==> src/rtl/vc_input_buffer_if.sv <==
// vc_input_buffer_if: flit input, switch grant and head/credit outputs of a VC input buffer
interface vc_input_buffer_if #(
  parameter int FLIT_WIDTH = 64,
  parameter int TIME_WIDTH = 8
);
  logic [FLIT_WIDTH-1:0] flit_in;
  logic                  flit_in_valid;
  logic [1:0]            flit_in_vc;
  logic                  rd_en;
  logic [1:0]            rd_vc;
  logic                  req_out;
  logic [TIME_WIDTH-1:0] time_out;
  logic [1:0]            vc_out;
  logic [FLIT_WIDTH-1:0] flit_out;
  logic                  flit_out_valid;
  logic                  credit_out;
  logic [1:0]            credit_out_vc;
  logic                  overflow_err;
  logic                  underflow_err;
  modport master (
    output flit_in, flit_in_valid, flit_in_vc, rd_en, rd_vc,
    input  req_out, time_out, vc_out, flit_out, flit_out_valid,
           credit_out, credit_out_vc, overflow_err, underflow_err
  );
  modport slave (
    input  flit_in, flit_in_valid, flit_in_vc, rd_en, rd_vc,
    output req_out, time_out, vc_out, flit_out, flit_out_valid,
           credit_out, credit_out_vc, overflow_err, underflow_err
  );
endinterface

==> src/rtl/vc_input_buffer.sv <==
// vc_input_buffer: per-VC input FIFOs with oldest-head selection and credit return
module vc_input_buffer #(
  parameter int FLIT_WIDTH = 64,
  parameter int TIME_WIDTH = 8,
  parameter int TIME_LSB   = 0,
  parameter int NUM_VC     = 4,
  parameter int DEPTH      = 4,
  parameter int ADDR_WIDTH = 3
) (
  input logic               clk,
  input logic               reset,
  vc_input_buffer_if.slave  bus
);
  localparam int PW = $clog2(DEPTH);
  typedef logic [PW-1:0]         ptr_t;
  typedef logic [ADDR_WIDTH-1:0] cnt_t;
  typedef logic [TIME_WIDTH-1:0] time_t;
  logic [FLIT_WIDTH-1:0] mem_q [NUM_VC][DEPTH];
  ptr_t                  head_q [NUM_VC];
  ptr_t                  head_d [NUM_VC];
  ptr_t                  tail_q [NUM_VC];
  ptr_t                  tail_d [NUM_VC];
  cnt_t                  cnt_q  [NUM_VC];
  cnt_t                  cnt_d  [NUM_VC];
  time_t                 head_time [NUM_VC];
  logic [NUM_VC-1:0]     wsel;
  logic [NUM_VC-1:0]     rsel;
  logic                  rd_ok;
  logic                  wr_ok;
  logic                  wr_full;
  logic                  rd_empty;
  logic                  sel_any;
  logic [1:0]            sel_vc;
  time_t                 sel_time;
  logic [FLIT_WIDTH-1:0] flit_out_q;
  logic                  flit_out_valid_q;
  logic                  credit_q;
  logic [1:0]            credit_vc_q;
  logic                  ovf_q;
  logic                  unf_q;
  // Reads are judged on the pre-write count, so a same-cycle write never rescues a read of an empty VC;
  // a read of a full VC frees the slot that a same-cycle write to that VC then takes.
  assign rd_empty = cnt_q[bus.rd_vc] == '0;
  assign rd_ok    = bus.rd_en && !rd_empty;
  assign wr_full  = cnt_q[bus.flit_in_vc] == cnt_t'(DEPTH);
  assign wr_ok    = bus.flit_in_valid && (!wr_full || (rd_ok && bus.rd_vc == bus.flit_in_vc));
  genvar g;
  generate
    for (g = 0; g < NUM_VC; g++) begin : g_head
      assign head_time[g] = mem_q[g][head_q[g]][TIME_LSB +: TIME_WIDTH];
    end
  endgenerate
  // Next-state pointers and occupancy per VC; pointers wrap naturally at DEPTH
  always_comb begin
    for (int v = 0; v < NUM_VC; v++) begin
      wsel[v]   = wr_ok && bus.flit_in_vc == 2'(v);
      rsel[v]   = rd_ok && bus.rd_vc == 2'(v);
      head_d[v] = head_q[v] + ptr_t'(rsel[v]);
      tail_d[v] = tail_q[v] + ptr_t'(wsel[v]);
      cnt_d[v]  = cnt_q[v] + cnt_t'(wsel[v]) - cnt_t'(rsel[v]);
    end
  end
  // Oldest non-empty head wins; strict less-than keeps ties on the lowest VC
  always_comb begin
    sel_any  = 1'b0;
    sel_vc   = '0;
    sel_time = '0;
    for (int v = 0; v < NUM_VC; v++) begin
      if (cnt_q[v] != '0 && (!sel_any || head_time[v] < sel_time)) begin
        sel_any  = 1'b1;
        sel_vc   = 2'(v);
        sel_time = head_time[v];
      end
    end
  end
  // FIFO pointers and counts; reset discards everything buffered
  always_ff @(posedge clk or posedge reset) begin
    if (reset) begin
      for (int v = 0; v < NUM_VC; v++) begin
        head_q[v] <= '0;
        tail_q[v] <= '0;
        cnt_q[v]  <= '0;
      end
    end else begin
      for (int v = 0; v < NUM_VC; v++) begin
        head_q[v] <= head_d[v];
        tail_q[v] <= tail_d[v];
        cnt_q[v]  <= cnt_d[v];
      end
    end
  end
  // Flit storage needs no reset: contents are only observed through non-zero counts
  always_ff @(posedge clk) begin
    if (wr_ok) mem_q[bus.flit_in_vc][tail_q[bus.flit_in_vc]] <= bus.flit_in;
  end
  // Registered dequeue data and the matching credit pulse, one cycle after the grant
  always_ff @(posedge clk or posedge reset) begin
    if (reset) begin
      flit_out_q       <= '0;
      flit_out_valid_q <= 1'b0;
      credit_q         <= 1'b0;
      credit_vc_q      <= '0;
    end else begin
      flit_out_q       <= rd_ok ? mem_q[bus.rd_vc][head_q[bus.rd_vc]] : flit_out_q;
      flit_out_valid_q <= rd_ok;
      credit_q         <= rd_ok;
      credit_vc_q      <= rd_ok ? bus.rd_vc : '0;
    end
  end
  // Sticky error flags for dropped writes and ignored reads
  always_ff @(posedge clk or posedge reset) begin
    if (reset) begin
      ovf_q <= 1'b0;
      unf_q <= 1'b0;
    end else begin
      ovf_q <= ovf_q || (bus.flit_in_valid && !wr_ok);
      unf_q <= unf_q || (bus.rd_en && rd_empty);
    end
  end
  assign bus.req_out        = sel_any;
  assign bus.vc_out         = sel_vc;
  assign bus.time_out       = sel_time;
  assign bus.flit_out       = flit_out_q;
  assign bus.flit_out_valid = flit_out_valid_q;
  assign bus.credit_out     = credit_q;
  assign bus.credit_out_vc  = credit_vc_q;
  assign bus.overflow_err   = ovf_q;
  assign bus.underflow_err  = unf_q;
endmodule
==> src/flat_wrapper.sv <==
// flat-port wrapper written by rule: the top's interface ports become plain ports
module vc_input_buffer_flat 
#(
  parameter int FLIT_WIDTH = 64,
  parameter int TIME_WIDTH = 8,
  parameter int TIME_LSB   = 0,
  parameter int NUM_VC     = 4,
  parameter int DEPTH      = 4,
  parameter int ADDR_WIDTH = 3
)
  (clk, reset, bus_flit_in, bus_flit_in_valid, bus_flit_in_vc, bus_rd_en, bus_rd_vc, bus_req_out, bus_time_out, bus_vc_out, bus_flit_out, bus_flit_out_valid, bus_credit_out, bus_credit_out_vc, bus_overflow_err, bus_underflow_err);
  vc_input_buffer_if #(.FLIT_WIDTH(FLIT_WIDTH), .TIME_WIDTH(TIME_WIDTH)) bus_i ();
  input logic clk;
  input logic reset;
  input wire logic [$bits(bus_i.flit_in)-1:0] bus_flit_in;
  input wire logic [$bits(bus_i.flit_in_valid)-1:0] bus_flit_in_valid;
  input wire logic [$bits(bus_i.flit_in_vc)-1:0] bus_flit_in_vc;
  input wire logic [$bits(bus_i.rd_en)-1:0] bus_rd_en;
  input wire logic [$bits(bus_i.rd_vc)-1:0] bus_rd_vc;
  output wire logic [$bits(bus_i.req_out)-1:0] bus_req_out;
  output wire logic [$bits(bus_i.time_out)-1:0] bus_time_out;
  output wire logic [$bits(bus_i.vc_out)-1:0] bus_vc_out;
  output wire logic [$bits(bus_i.flit_out)-1:0] bus_flit_out;
  output wire logic [$bits(bus_i.flit_out_valid)-1:0] bus_flit_out_valid;
  output wire logic [$bits(bus_i.credit_out)-1:0] bus_credit_out;
  output wire logic [$bits(bus_i.credit_out_vc)-1:0] bus_credit_out_vc;
  output wire logic [$bits(bus_i.overflow_err)-1:0] bus_overflow_err;
  output wire logic [$bits(bus_i.underflow_err)-1:0] bus_underflow_err;
  assign bus_i.flit_in = bus_flit_in;
  assign bus_i.flit_in_valid = bus_flit_in_valid;
  assign bus_i.flit_in_vc = bus_flit_in_vc;
  assign bus_i.rd_en = bus_rd_en;
  assign bus_i.rd_vc = bus_rd_vc;
  assign bus_req_out = bus_i.req_out;
  assign bus_time_out = bus_i.time_out;
  assign bus_vc_out = bus_i.vc_out;
  assign bus_flit_out = bus_i.flit_out;
  assign bus_flit_out_valid = bus_i.flit_out_valid;
  assign bus_credit_out = bus_i.credit_out;
  assign bus_credit_out_vc = bus_i.credit_out_vc;
  assign bus_overflow_err = bus_i.overflow_err;
  assign bus_underflow_err = bus_i.underflow_err;
  vc_input_buffer #(.FLIT_WIDTH(FLIT_WIDTH), .TIME_WIDTH(TIME_WIDTH), .TIME_LSB(TIME_LSB), .NUM_VC(NUM_VC), .DEPTH(DEPTH), .ADDR_WIDTH(ADDR_WIDTH)) u_core (.clk(clk), .reset(reset), .bus(bus_i));
endmodule
==> config.mk <==
export PLATFORM = sky130hd
export DESIGN_NAME = vc_input_buffer_flat
export DESIGN_NICKNAME = d
export VERILOG_FILES = /design/src/rtl/vc_input_buffer_if.sv /design/src/rtl/vc_input_buffer.sv /design/src/flat_wrapper.sv
export SDC_FILE = /design/constraint.sdc
export NUM_CORES = 1
export LEC_CHECK = 0
export BUFFER_PORTS_ARGS = -buffer_cell sky130_fd_sc_hd__buf_2
export CORE_MARGIN = 5
export CORE_UTILIZATION = 45
export CTS_CLUSTER_DIAMETER = 40
export DETAILED_ROUTE_END_ITERATION = 6
export PLACE_DENSITY = 0.66
export SLEW_MARGIN = 5
export SYNTH_ARGS = -nofsm -noshare
export SYNTH_HDL_FRONTEND = slang
export SYNTH_SLANG_ARGS = --single-unit
==> constraint.sdc <==
create_clock -name clk -period 22.2 [get_ports clk]
set_input_delay 3.33 -clock clk [delete_from_list [all_inputs] [get_ports clk]]
set_output_delay 3.33 -clock clk [all_outputs]
set_load 0.05 [all_outputs]
# Word level (Yosys, flattened, before mapping)
# Memory sizes are Yosys's and may differ from the RTL's.
# Cells that the tools add are included.
[word_totals] register_bits=97 mem_bits_rw=1024 out_inout_bits=81 wordCells=141 mem_count=1
[op_classes] add_sub_neg=16 magnitude_cmp=12 n_eq_ne=8 n_mux=43 n_bitwise=8 reduce_logical=36
[memory_table] memory="u_core.mem_q" depth=4 word_bits=256 read_ports=5 rd_clocked_by_memory_dff=0 write_ports=1 line_no="vc_input_buffer.sv:18" text="logic [FLIT_WIDTH-1:0] mem_q [NUM_VC][DEPTH];"
[ops] op="$bmux 64 s2" n=5
[ops] op="$mux 256" n=1
[ops] op="$mux 64" n=3
[ops] op="$demux 64 s2" n=1
[ops] op="$mux 8" n=12
[ops] op="$ge 3x3->1 const B" n=8
[ops] op="$lt 8x8->1" n=3
[ops] op="$not 2->3" n=8
[ops] op="$logic_and 1x1->1" n=17
[ops] op="$add 2x1->2" n=8
[ops] op="$mux 2" n=7
[ops] op="$add 3x1->3" n=4
[ops] op="$bmux 3 s2" n=2
[ops] op="$mux 3" n=4
[ops] op="$reduce_bool 3->1" n=4
[ops] op="$sub 3x1->3" n=4
[ops] op="$bmux 2 s2" n=2
[ops] op="$eq 2x2->1 const B" n=4
[ops] op="$logic_not 1->1" n=6
[ops] op="$logic_or 1x1->1" n=6
[ops] op="$mux 1" n=6
[ops] op="$eq 2x1->1 const B" n=2
[ops] op="$logic_not 2->1" n=2
[ops] op="$eq 3x3->1 const B" n=1
[ops] op="other kinds (3)" n=3

# Logic depth before layout (Yosys ltp)
[logic_depth] depth_word=17 depth_mapped=28 mapped_depth_nobuf=25

# Worst setup path after synthesis
# No wires, ideal clock.
[synth_path] path_type="register -> output" startpoint="register u_core.head_q[6] in the netlist's numbering" endpoint="output bus_time_out[1]" arrival_time_ns=6.191 required_ns=18.870 setup_slack_ns=12.679 path_stages_with_launch=28 path_buffers=3 path_cell_list="dfrtp_1 buf_2 mux4_2 nand2_1 ha_1 a211o_1 or4b_4 a21boi_4 or2_1 buf_6 o2bb2ai_1 inv_1 ha_1 a21oi_1 o21ai_0 a211o_1 o21ai_2 mux2_2 inv_1 ha_1 a21o_1 a21o_1 a21oi_1 o21ba_2 o311a_1 a22o_1 buf_2 mux2_1"
[synth_between] elab_chain_cells=17
[synth_rtl] element="start: declaration" line_no="vc_input_buffer.sv:19" text="ptr_t head_q [NUM_VC];"
[synth_rtl] element="start signal: indexed assignment" line_no="vc_input_buffer.sv:86" text="head_q[v] <= head_d[v];"
[synth_rtl] element="$not 2->3 (not written as such) *" line_no="vc_input_buffer.sv:50" text="assign head_time[g] = mem_q[g][head_q[g]][TIME_LSB +: TIME_WIDTH];"
[synth_rtl] element="$bmux 64 s2 *" line_no="vc_input_buffer.sv:50"
[synth_rtl] element="$mux 8 (not written as such) * (2 in series)" line_no="vc_input_buffer.sv:50"
[synth_rtl] element="$mux 8 *" line_no="vc_input_buffer.sv:69" text="if (cnt_q[v] != '0 && (!sel_any || head_time[v] < sel_time)) begin"
[synth_rtl] element="$lt 8x8->1" line_no="vc_input_buffer.sv:69"
[synth_rtl] element="$logic_or 1x1->1" line_no="vc_input_buffer.sv:69"
[synth_rtl] element="$logic_and 1x1->1" line_no="vc_input_buffer.sv:69"
[synth_rtl] element="$mux 8 / $mux 1 (equally long branches)" line_no="vc_input_buffer.sv:69"
[synth_rtl] element="$lt 8x8->1 / $logic_not 1->1 (equally long branches)" line_no="vc_input_buffer.sv:69"
[synth_rtl] element="$logic_or 1x1->1" line_no="vc_input_buffer.sv:69"
[synth_rtl] element="$logic_and 1x1->1" line_no="vc_input_buffer.sv:69"
[synth_rtl] element="$mux 8 / $mux 1 (equally long branches)" line_no="vc_input_buffer.sv:69"
[synth_rtl] element="$lt 8x8->1 / $logic_not 1->1 (equally long branches)" line_no="vc_input_buffer.sv:69"
[synth_rtl] element="$logic_or 1x1->1" line_no="vc_input_buffer.sv:69"
[synth_rtl] element="$logic_and 1x1->1" line_no="vc_input_buffer.sv:69"
[synth_rtl] element="$mux 8 *" line_no="vc_input_buffer.sv:69"
[synth_rtl] element="end: declaration" line_no="flat_wrapper.sv:21" text="output wire logic [$bits(bus_i.time_out)-1:0] bus_time_out;"
# Every way passes the cells marked *; elsewhere a longest branch is shown, timed or not. The select of a mux whose other input is x is not followed.

# Final worst setup path
[layout_path] startpoint="register u_core.head_q[4] in the netlist's numbering" endpoint="output bus_time_out[0]"
[layout_between] elab_chain_cells=16
[layout_rtl] element="$not 2->3 (not written as such) *" line_no="vc_input_buffer.sv:50"
[layout_rtl] element="$bmux 64 s2 *" line_no="vc_input_buffer.sv:50"
[layout_rtl] element="$mux 8 (not written as such) * (2 in series)" line_no="vc_input_buffer.sv:50"
[layout_rtl] element="$lt 8x8->1" line_no="vc_input_buffer.sv:69"
[layout_rtl] element="$logic_or 1x1->1" line_no="vc_input_buffer.sv:69"
[layout_rtl] element="$logic_and 1x1->1" line_no="vc_input_buffer.sv:69"
[layout_rtl] element="$mux 8 / $mux 1 (equally long branches)" line_no="vc_input_buffer.sv:69"
[layout_rtl] element="$lt 8x8->1 / $logic_not 1->1 (equally long branches)" line_no="vc_input_buffer.sv:69"
[layout_rtl] element="$logic_or 1x1->1" line_no="vc_input_buffer.sv:69"
[layout_rtl] element="$logic_and 1x1->1" line_no="vc_input_buffer.sv:69"
[layout_rtl] element="$mux 8 / $mux 1 (equally long branches)" line_no="vc_input_buffer.sv:69"
[layout_rtl] element="$lt 8x8->1 / $logic_not 1->1 (equally long branches)" line_no="vc_input_buffer.sv:69"
[layout_rtl] element="$logic_or 1x1->1" line_no="vc_input_buffer.sv:69"
[layout_rtl] element="$logic_and 1x1->1" line_no="vc_input_buffer.sv:69"
[layout_rtl] element="$mux 8 *" line_no="vc_input_buffer.sv:69"
# Marks and branches as above.

==> flow_summary.json <==
{
  "period_minus_slack_ns": 11.38,
  "critPathMostFrequentCell": "ha_1",
  "ys_warn_count": 0,
  "p_leak_nw": 17.5,
  "ys_ff_latch": 1121,
  "hold_viol_final": 0,
  "avgSynthCellArea_um2": 20.7,
  "drt-total-wl_um": 103000,
  "syn_inst": 2145,
  "combPwrFrac": 0.278,
  "tns_ns": 0,
  "clkTransAtPathRegs_ns": 0.06,
  "rows": 115,
  "dp_slack_ns": 11.55,
  "slowest_stage": "dfrtp_1",
  "p_int_mw": 4.54,
  "layout-drive-gt1-share": 0.328,
  "cp-start-kind": "flop",
  "synth_fp_nets": 2258,
  "grt_max_degree": 97,
  "worst_setup_path_end_kind": "output pin",
  "cap_violations": 0,
  "grt-ovfl-total": 0,
  "fmax_mhz": 87.9,
  "grt_pass1_wl_um": 154000,
  "die_width_um": 324,
  "whs_ns": 0.450,
  "crit_path_max_incr_delay_ns": 0.78,
  "die_y_um": 324,
  "outcome": "finished, final reports clean",
  "drc": 0,
  "viasPerCell": 5.83,
  "dpl_cell_area_mm2": 0.0469,
  "synthDistinctLibCells": 54,
  "worst_slack_ns": 10.82,
  "synth_edf_count": 1024,
  "worstPathCellList": "mux4_1, ha_1, a211o_1, a211oi_1, a21boi_4, or2_1, o2bb2ai_1, inv_1, ha_1, a21oi_1, o21ai_0, a211o_1, o21ai_2, mux2_2, inv_1, ha_1, a21o_1, a21o_1, a21oi_1, o21ba_2, o311a_1, a22o_1, mux2_2, buf_2",
  "numCtsBuffers": 141,
  "pwr_density_cell_mw_per_mm2": 132,
  "dpl.hpwl_um": 55700,
  "async_reset_ff_frac": 0.0865,
  "slew_headroom": 0.295,
  "grt_pass1_vias": 23500,
  "p_sw_mw": 2.30,
  "yosys.area.top_type": "edfxtp_1",
  "synth_ff_type": "edfxtp_1",
  "final_common_cell": "edfxtp_1",
  "grt_setup_unrepaired": "no",
  "fin_crit_sh": 0.513,
  "cts_buffer_depth": 3,
  "cts.sinks": 1121,
  "cts_tree": "yes",
  "filler_cell_count": 7544,
  "crit_type": "flop to output pin",
  "finalInstanceArea_mm2": 0.0517,
  "io_pins": 153,
  "ys_seq_area_frac": 0.746,
  "gp_congestion": 0.746,
  "ys_top_cells_by_area": "edfxtp_1 69%, mux4_2 14%, dfrtp_1 5.5%",
  "critPathMaxFanout": 10,
  "seqPwrFrac": 0.386,
  "setup_viol": 0,
  "cp.required_ns": 18.87,
  "hp-class": "flop to flop",
  "postCtsHoldBufs": 0,
  "drt-initial-drc-count": 2320,
  "ant_nets": 0,
  "port_buffers": 152,
  "p_clk_frac": 0.336,
  "finalMaxSlewViolations": 0,
  "tightest_slew_ns": 1.06,
  "clk_latency_ns": 0.75,
  "nets": 2477,
  "reg2reg_setup_slack_ns": 17.48,
  "grtUsageTotal": 0.197,
  "areaGrowthSynthToFinish_pct": 16.2,
  "die-area_mm2": 0.105,
  "netlist_area_mm2": 0.0445,
  "initial_core_util": 0.453,
  "ir_drop_mv": 0.204,
  "dr_total_vias": 22000,
  "dr.pass1.iters": 7,
  "p_sw_frac": 0.336,
  "core_mm2": 0.0983,
  "antenna_found_initial": 21,
  "skew_ns": 0.0358,
  "htree_levels": 4,
  "root_buffer": "clkbuf_16",
  "ctsResizeCount": 0,
  "post_cts_buffers": 0,
  "final_cell_mix": "1024 x edfxtp_1, 284 x mux4_2, 150 x buf_2, 145 x clkbuf_16, 97 x dfrtp_1",
  "arrival_ns": 8.05,
  "wire_per_inst_um": 27.4,
  "yosysTopAreaCellShare": 0.691
}
-- final timing paths --
path	to	startpoint	cells past startpoint
hold reg to reg	u_core.bus.underflow_err	u_core.bus.underflow_err	1
setup / recovery	bus_time_out[0]	u_core.head_q[4]	24
hold / removal	u_core.bus.underflow_err	u_core.bus.underflow_err	1
min in group asynchronous	u_core.bus.flit_out[30]	reset	2
max in group asynchronous	u_core.tail_q[6]	reset	4
setup reg to reg	u_core.mem_q[0][26]	u_core.cnt_q[4]	10
-- kinds of logic after synthesis --
family	count (synthesis)	share of synthesized area
flip-flops	1121	0.746
multiplexers	436	0.183
AND/OR/NAND/NOR	198	0.0186
AO/OA/AOI/OAI	179	0.0233
buffers and inverters	153	0.0135
adder cells (fa/ha/maj)	41	0.0122
XOR/XNOR	17	0.00335
-- cell usage after synthesis, types with 2 or more instances --
cell type / instances
and4_1: 2
nor4b_1: 2
a31oi_1: 4
nor2b_1: 2
nand2b_1: 5
a211oi_1: 2
a21oi_1: 70
o2bb2ai_1: 7
mux2i_1: 64
mux2_2: 77
dfrtp_1: 97
a21o_1: 8
mux2_1: 2
mux4_2: 286
o21ai_0: 68
fa_1: 4
buf_1: 35
nor3_1: 8
or3_1: 3
nor2_1: 89
o21a_1: 3
a211o_1: 4
nand2_1: 79
buf_2: 7
inv_1: 38
xnor2_1: 9
clkbuf_1: 69
edfxtp_1: 1024
buf_6: 2
ha_1: 37
or2_2: 2
xor2_1: 8
mux4_1: 7
-- critical path: cells and delay by family, from the launching register on --
| kind | cells | cell delay (ns) |
|---|---|---|
| muxes | 3 | 1.48 |
| AOI/OAI and AO/OA | 14 | 3.46 |
| buffers and inverters | 3 | 0.35 |
| DFF | 1 | 0.78 |
| and+or+nand+nor | 1 | 0.35 |
| adders and majority gates | 3 | 0.88 |
-- routing by layer --
| metal | vias to the layer above | global-route usage | part of all wire |
|---|---|---|---|
| li1 | 9281 | - | - |
| met2 | 812 | 0.318 | 0.49 |
| met5 | - | 0 | 0.0011 |
| met3 | 175 | 0.0482 | 0.076 |
| met1 | 11700 | 0.269 | 0.41 |
| met4 | 18 | 0.0586 | 0.022 |
-- registers in the layout (all words and copies together) (netlist names) --
register and flops:
u_core.cnt_q 12, u_core.bus.flit_out 64, u_core.bus.credit_out_vc 2, u_core.head_q 8, u_core.mem_q 1024, u_core.tail_q 8
u_core.bus.flit_out_valid 1, u_core.bus.overflow_err 1, u_core.bus.underflow_err 1
-- metrics by stage --
| step | util | power, mW | cells |
|---|---|---|---|
| after floorplan | - | 4.05 | 2145 |
| after global placement | 0.477 | 4.56 | 3508 |
| after detailed placement | 0.477 | 4.60 | 3508 |
| after CTS | 0.526 | 6.91 | 3769 |
| after global routing | 0.526 | 7.15 | 3771 |
| final | 0.526 | 6.84 | 3774 |
-- cell type report --
cell class / instances / area, µm² / area share
multi-input combinational: 871 / 10800 / 0.210
timing repair buffer: 190 / 1080 / 0.0209
sequential: 1121 / 33200 / 0.642
antenna: 5 / 12.5 / 0.000242
clock buffer: 158 / 3680 / 0.0711
inverter: 39 / 149 / 0.00288
tap: 1287 / 1610 / 0.0312
clock inverter: 103 / 1140 / 0.0221
-- power groups by stage --
stage / Sequential, mW / Combinational [mW] / Clock [mW]
final: 2.64 / 1.90 / 2.30
after global routing: 2.66 / 2.05 / 2.44
after CTS: 2.64 / 1.93 / 2.34
after detailed placement: 2.68 / 1.92 / 0
after global placement: 2.67 / 1.88 / 0
after floorplan: 2.83 / 1.22 / 0
Power figures use the tool's default switching activity.
